File: src/rtl/io_space_responder.sv
// rtl/io_space_responder.sv - I/O-space slave: output FIFO, status, down timer, synced input; optional irq under IO_SPACE_IRQ_EN
module io_space_responder #(
  parameter int DEPTH = 4,
  parameter int OUT_W = 8
) (
  input  logic             clk,
  input  logic             rst,
  input  logic             memread,
  input  logic             memwrite,
  input  logic [15:0]      adr,
  input  logic [15:0]      writedata,
  output logic [15:0]      iodata,
  output logic [OUT_W-1:0] out_data,
  output logic             out_valid,
  input  logic             out_ready,
  input  logic [15:0]      in_data
`ifdef IO_SPACE_IRQ_EN
  ,
  output logic             irq
`endif
);

  localparam int AW = $clog2(DEPTH);
  localparam int CW = $clog2(DEPTH + 1);

  localparam logic [1:0] IDX_OUT    = 2'd0;
  localparam logic [1:0] IDX_STATUS = 2'd1;
  localparam logic [1:0] IDX_TIMER  = 2'd2;
  localparam logic [1:0] IDX_IN     = 2'd3;

  logic             sel;
  logic [1:0]       idx;
  logic [OUT_W-1:0] mem [DEPTH];
  logic [AW-1:0]    wr_ptr;
  logic [AW-1:0]    rd_ptr;
  logic [CW-1:0]    count;
  logic [15:0]      timer;
  logic             expired;
  logic             overflow;
  logic [15:0]      sync1;
  logic [15:0]      sync2;
  logic             drain_ie;
  logic             empty;
  logic             full;
  logic             push_req;
  logic             pop;
  logic             push;
  logic             ovf_set;
  logic             exp_set;
  logic             timer_wr;
  logic             status_rd;
  logic [15:0]      status;
  logic [15:0]      rd_mux;
  logic             unused_adr;

  // Middle address bits are don't-care: the four registers alias across the region.
  assign unused_adr = ^adr[13:2];

  assign sel       = (adr[15:14] == 2'b11);
  assign idx       = adr[1:0];
  assign empty     = (count == '0);
  assign full      = (count == CW'(DEPTH));
  assign out_valid = !empty;
  // Gate the head so out_data reads 0 whenever nothing is queued (including after reset).
  assign out_data  = empty ? '0 : mem[rd_ptr];

  assign push_req  = memwrite & sel & (idx == IDX_OUT);
  assign pop       = out_valid & out_ready;
  // A full FIFO still accepts a push when the head leaves on the same edge.
  assign push      = push_req & (!full | pop);
  assign ovf_set   = push_req & full & !pop;

  assign timer_wr  = memwrite & sel & (idx == IDX_TIMER);
  assign exp_set   = !timer_wr & (timer == 16'd1);
  assign status_rd = memread & sel & (idx == IDX_STATUS);

  assign status = {7'd0, drain_ie, 4'(count), overflow, expired, full, empty};

  // Read mux of pre-update register values.
  always_comb begin
    rd_mux = 16'd0;
    case (idx)
      IDX_OUT:    rd_mux = 16'd0;
      IDX_STATUS: rd_mux = status;
      IDX_TIMER:  rd_mux = timer;
      IDX_IN:     rd_mux = sync2;
      default:    rd_mux = 16'd0;
    endcase
  end

  // FIFO storage write; contents need no reset because count gates visibility.
  always_ff @(posedge clk) begin
    if (push) begin
      mem[wr_ptr] <= writedata[OUT_W-1:0];
    end
  end

  // FIFO pointers and occupancy.
  always_ff @(posedge clk) begin
    if (!rst) begin
      wr_ptr <= '0;
      rd_ptr <= '0;
      count  <= '0;
    end else begin
      if (push) wr_ptr <= wr_ptr + AW'(1);
      if (pop)  rd_ptr <= rd_ptr + AW'(1);
      case ({push, pop})
        2'b10:   count <= count + CW'(1);
        2'b01:   count <= count - CW'(1);
        default: count <= count;
      endcase
    end
  end

  // Down-counting timer; a processor write overrides the decrement.
  always_ff @(posedge clk) begin
    if (!rst) begin
      timer <= 16'd0;
    end else if (timer_wr) begin
      timer <= writedata;
    end else if (timer != 16'd0) begin
      timer <= timer - 16'd1;
    end
  end

  // Sticky flags cleared by a STATUS read; a new event on the same edge wins.
  always_ff @(posedge clk) begin
    if (!rst) begin
      expired  <= 1'b0;
      overflow <= 1'b0;
    end else begin
      expired  <= exp_set | (expired & !status_rd);
      overflow <= ovf_set | (overflow & !status_rd);
    end
  end

  // Registered read data, held until the next selected read.
  always_ff @(posedge clk) begin
    if (!rst) begin
      iodata <= 16'd0;
    end else if (memread & sel) begin
      iodata <= rd_mux;
    end
  end

  // Two-flop synchronizer for the asynchronous input port.
  always_ff @(posedge clk) begin
    if (!rst) begin
      sync1 <= 16'd0;
      sync2 <= 16'd0;
    end else begin
      sync1 <= in_data;
      sync2 <= sync1;
    end
  end

`ifdef IO_SPACE_IRQ_EN
  // Drain interrupt enable lives in STATUS bit 8, the only writable STATUS bit.
  always_ff @(posedge clk) begin
    if (!rst) begin
      drain_ie <= 1'b0;
    end else if (memwrite & sel & (idx == IDX_STATUS)) begin
      drain_ie <= writedata[8];
    end
  end

  // Registered interrupt request.
  always_ff @(posedge clk) begin
    if (!rst) begin
      irq <= 1'b0;
    end else begin
      irq <= expired | overflow | (empty & drain_ie);
    end
  end
`else
  assign drain_ie = 1'b0;
`endif

endmodule

File: config.mk
export PLATFORM = sky130hd
export DESIGN_NAME = io_space_responder
export DESIGN_NICKNAME = d
export VERILOG_FILES = /design/src/rtl/io_space_responder.sv
export SDC_FILE = /design/constraint.sdc
export NUM_CORES = 1
export LEC_CHECK = 0
export ABC_CLOCK_PERIOD_IN_PS = 3400
export BUFFER_PORTS_ARGS = -buffer_cell sky130_fd_sc_hd__buf_2
export CORE_MARGIN = 2
export CORE_UTILIZATION = 45
export DETAILED_ROUTE_END_ITERATION = 8
export PLACE_DENSITY = 0.69
export SETUP_SLACK_MARGIN = 0.15
export SKIP_LAST_GASP = 1
export SYNTH_ARGS = -nofsm -noshare
export SYNTH_HDL_FRONTEND = slang
export SYNTH_SLANG_ARGS = --single-unit
File: constraint.sdc
create_clock -name clk -period 3.4 [get_ports clk]
set_input_delay 0.51 -clock clk [delete_from_list [all_inputs] [get_ports clk]]
set_output_delay 0.51 -clock clk [all_outputs]
set_load 0.02 [all_outputs]
==> qor.csv <==
metric;value;unit
status;finished, final reports clean;
ys.flop_type;dfxtp_1;
synthTopCellsByCount;75 x dfxtp_1, 44 x and2_1, 33 x nor2_1;
cts_tree;built;
setup.worst_path.class;register to primary output;
cts_max_level;3;
cts.sinks;107;
synth.area.top_cells;dfxtp_1 33%, edfxtp_1 21%, and2_1 6.1%, mux4_2 4.0%, mux2_2 3.5%;
initial_core_util;0.462;
power.leakage;2.00;nW
startpoint_type;register;
path_clk_slew;0.10;ns
period_share;0.704;
synth-edff-count;32;
via_per_inst;5.20;
finalNetCount;515;
clock_skew;0.00962;ns
yosysSeqAreaShare;0.548;
track_usage;0.169;
hpwl;6.29;mm
layout-drive-gt1-share;0.246;
relSlewSlack;0.537;
synth_cells;401;
cts_setup_buffers;0;
n_fill_cell;884;
grt_antenna_before_repair;0;
clk_latency;0.37;ns
synth.most_common_cell;dfxtp_1;
grt_pass1_wl;14.7;mm
vias;3086;
ys_seq_elements;107;
grt-ovfl-total;0;
core_area;9730;um2
hold_class;input pin to register;
clock-root-buffer;clkbuf_8;
hold_violations;0;
wire_per_inst;14.6;um
yosysTopAreaCellShare;0.334;
syn_area;4490;um2
post-route-drc-count;0;
finalPower;3.20;mW
arrival;1.88;ns
insertedDiodeCount;0;
setup_viol;0;
slowest_delay;0.65;ns
peakVddDrop;0.000265;V
io_pins;78;
tightest_slew;0.693;ns
yosysWarnings;0;
pwr_density_cell;624;nW/um2
crit_fanout;8;
avgSynthCellArea;11.2;um2
synth_cell_types;58;
die_area;10800;um2
period_minus_slack;2.39;ns
cap_violations;0;
yosysTopAreaCell;dfxtp_1;
clockBufferDepth;2;
die_h;104;um
crit_required;2.89;ns
drt_wl_total;8.68;mm
gp_congestion;0.803;
fp-row-count;36;
clock.fmax;0.418;GHz
area_delta_synth_final;14.2;%
finalMaxSlewViolations;0;
drt-initial-drc-count;224;
cts_buffers;9;
portBuffers;65;
ctsHoldBuffers;0;
critPathCaptureType;primary output;
cts_resized;0;
final_antenna_net_count;0;
crit_chain;mux4_2 > and2_1 > buf_2;
die_w;104;um
fin_tns_setup;0;ns
first_global_vias;2965;
synth-async-reset-ratio;0;
dr.pass1.iters;4;
synth_nets;461;
timing.hold.ws;0.339;ns
rsz0062_at_grt;no;
critPathSlowestCell;dfxtp_1;
grt_max_degree;46;
==> area by class of cell <==
cell class,instances,area (um2),area share
flip-flops and latches,107,2460,0.480
repair buffers,67,340,0.0663
clock inverters,5,70.1,0.0137
well taps,133,166,0.0324
clock buffers,11,174,0.0339
multi-input cells,261,1880,0.367
inverters,9,33.8,0.00659
==> state kept, by name (all words and copies together), names as in the netlist, named ones only <==
signal,cells
count,3
expired,1
iodata,16
mem,32
overflow,1
rd_ptr,2
sync1,16
sync2,16
timer,16
wr_ptr,2
==> cell families (layout without fill, tap and decap cells) <==
kind of cell | after synthesis | after routing | synth area share
simple gates | 158 | 158 | 0.194
flops | 107 | 107 | 0.548
compound gates | 60 | 60 | 0.101
buf+inv | 33 | 92 | 0.0329
mux | 23 | 23 | 0.0774
xor+xnor | 13 | 13 | 0.0253
fa+ha+maj | 7 | 7 | 0.0212
==> worst paths after layout <==
check / to / slack [ns] / from / depth (start not counted)
min: sync1[8] / 0.34 / in_data[8] / 2
max: out_data[2] / 1.01 / register / 3
max reg2reg: count[1] / 1.13 / count[0] / 9
min reg2reg: sync2[13] / 0.44 / sync1[13] / 1
==> per-stage QoR <==
step,std cells,util,setup slack (ns),instance area (um2)
detailed placement,577,0.502,0.767,4890
floorplan,401,-,1.33,4490
global placement,577,0.502,0.818,4890
CTS,593,0.527,0.953,5130
global route,593,0.527,0.835,5130
finish,593,0.527,1.01,5130
==> layout by cell type, fill, tap and decap left out, drive strengths merged, types with 2 or more instances in the layout <==
master  instances
a21oi          13
nand2          26
and2           45
xor2            6
edfxtp         32
o31ai           2
ha              6
o21ai           8
o41ai           3
nor4            4
mux2           14
a211oi         11
inv            12
a221oi          6
nor3           13
nand4           4
dfxtp          75
and3            3
buf            67
nand3          17
nor2           33
clkbuf         11
or4             3
o311ai          6
nor3b           2
mux4            8
xnor2           7
nand4b          2
==> worst max-delay path: cells and delay by family (launching register included) <==
kind | cells | cell delay [ns]
buffers and inverters | 1 | 0.15
multiplexers | 1 | 0.56
flip-flops | 1 | 0.65
AND/OR/NAND/NOR | 1 | 0.16
==> layer usage <==
| layer | vias to the layer above | track usage | part of all wire |
|---|---|---|---|
| met4 | 0 | 0.0569 | 0.016 |
| met1 | 1440 | 0.221 | 0.46 |
| met3 | 12 | 0.0332 | 0.036 |
| li1 | 1565 | - | - |
| met2 | 69 | 0.282 | 0.49 |
| met5 | - | 0 | 0 |
==> power by group <==
group	internal (mW)	switching [mW]	total, mW
Combinational	0.336	0.414	0.750
Clock	0.446	0.454	0.899
Sequential	1.41	0.140	1.55
Total	2.20	1.01	3.20
No activity file was read; power rests on OpenSTA's default activity.
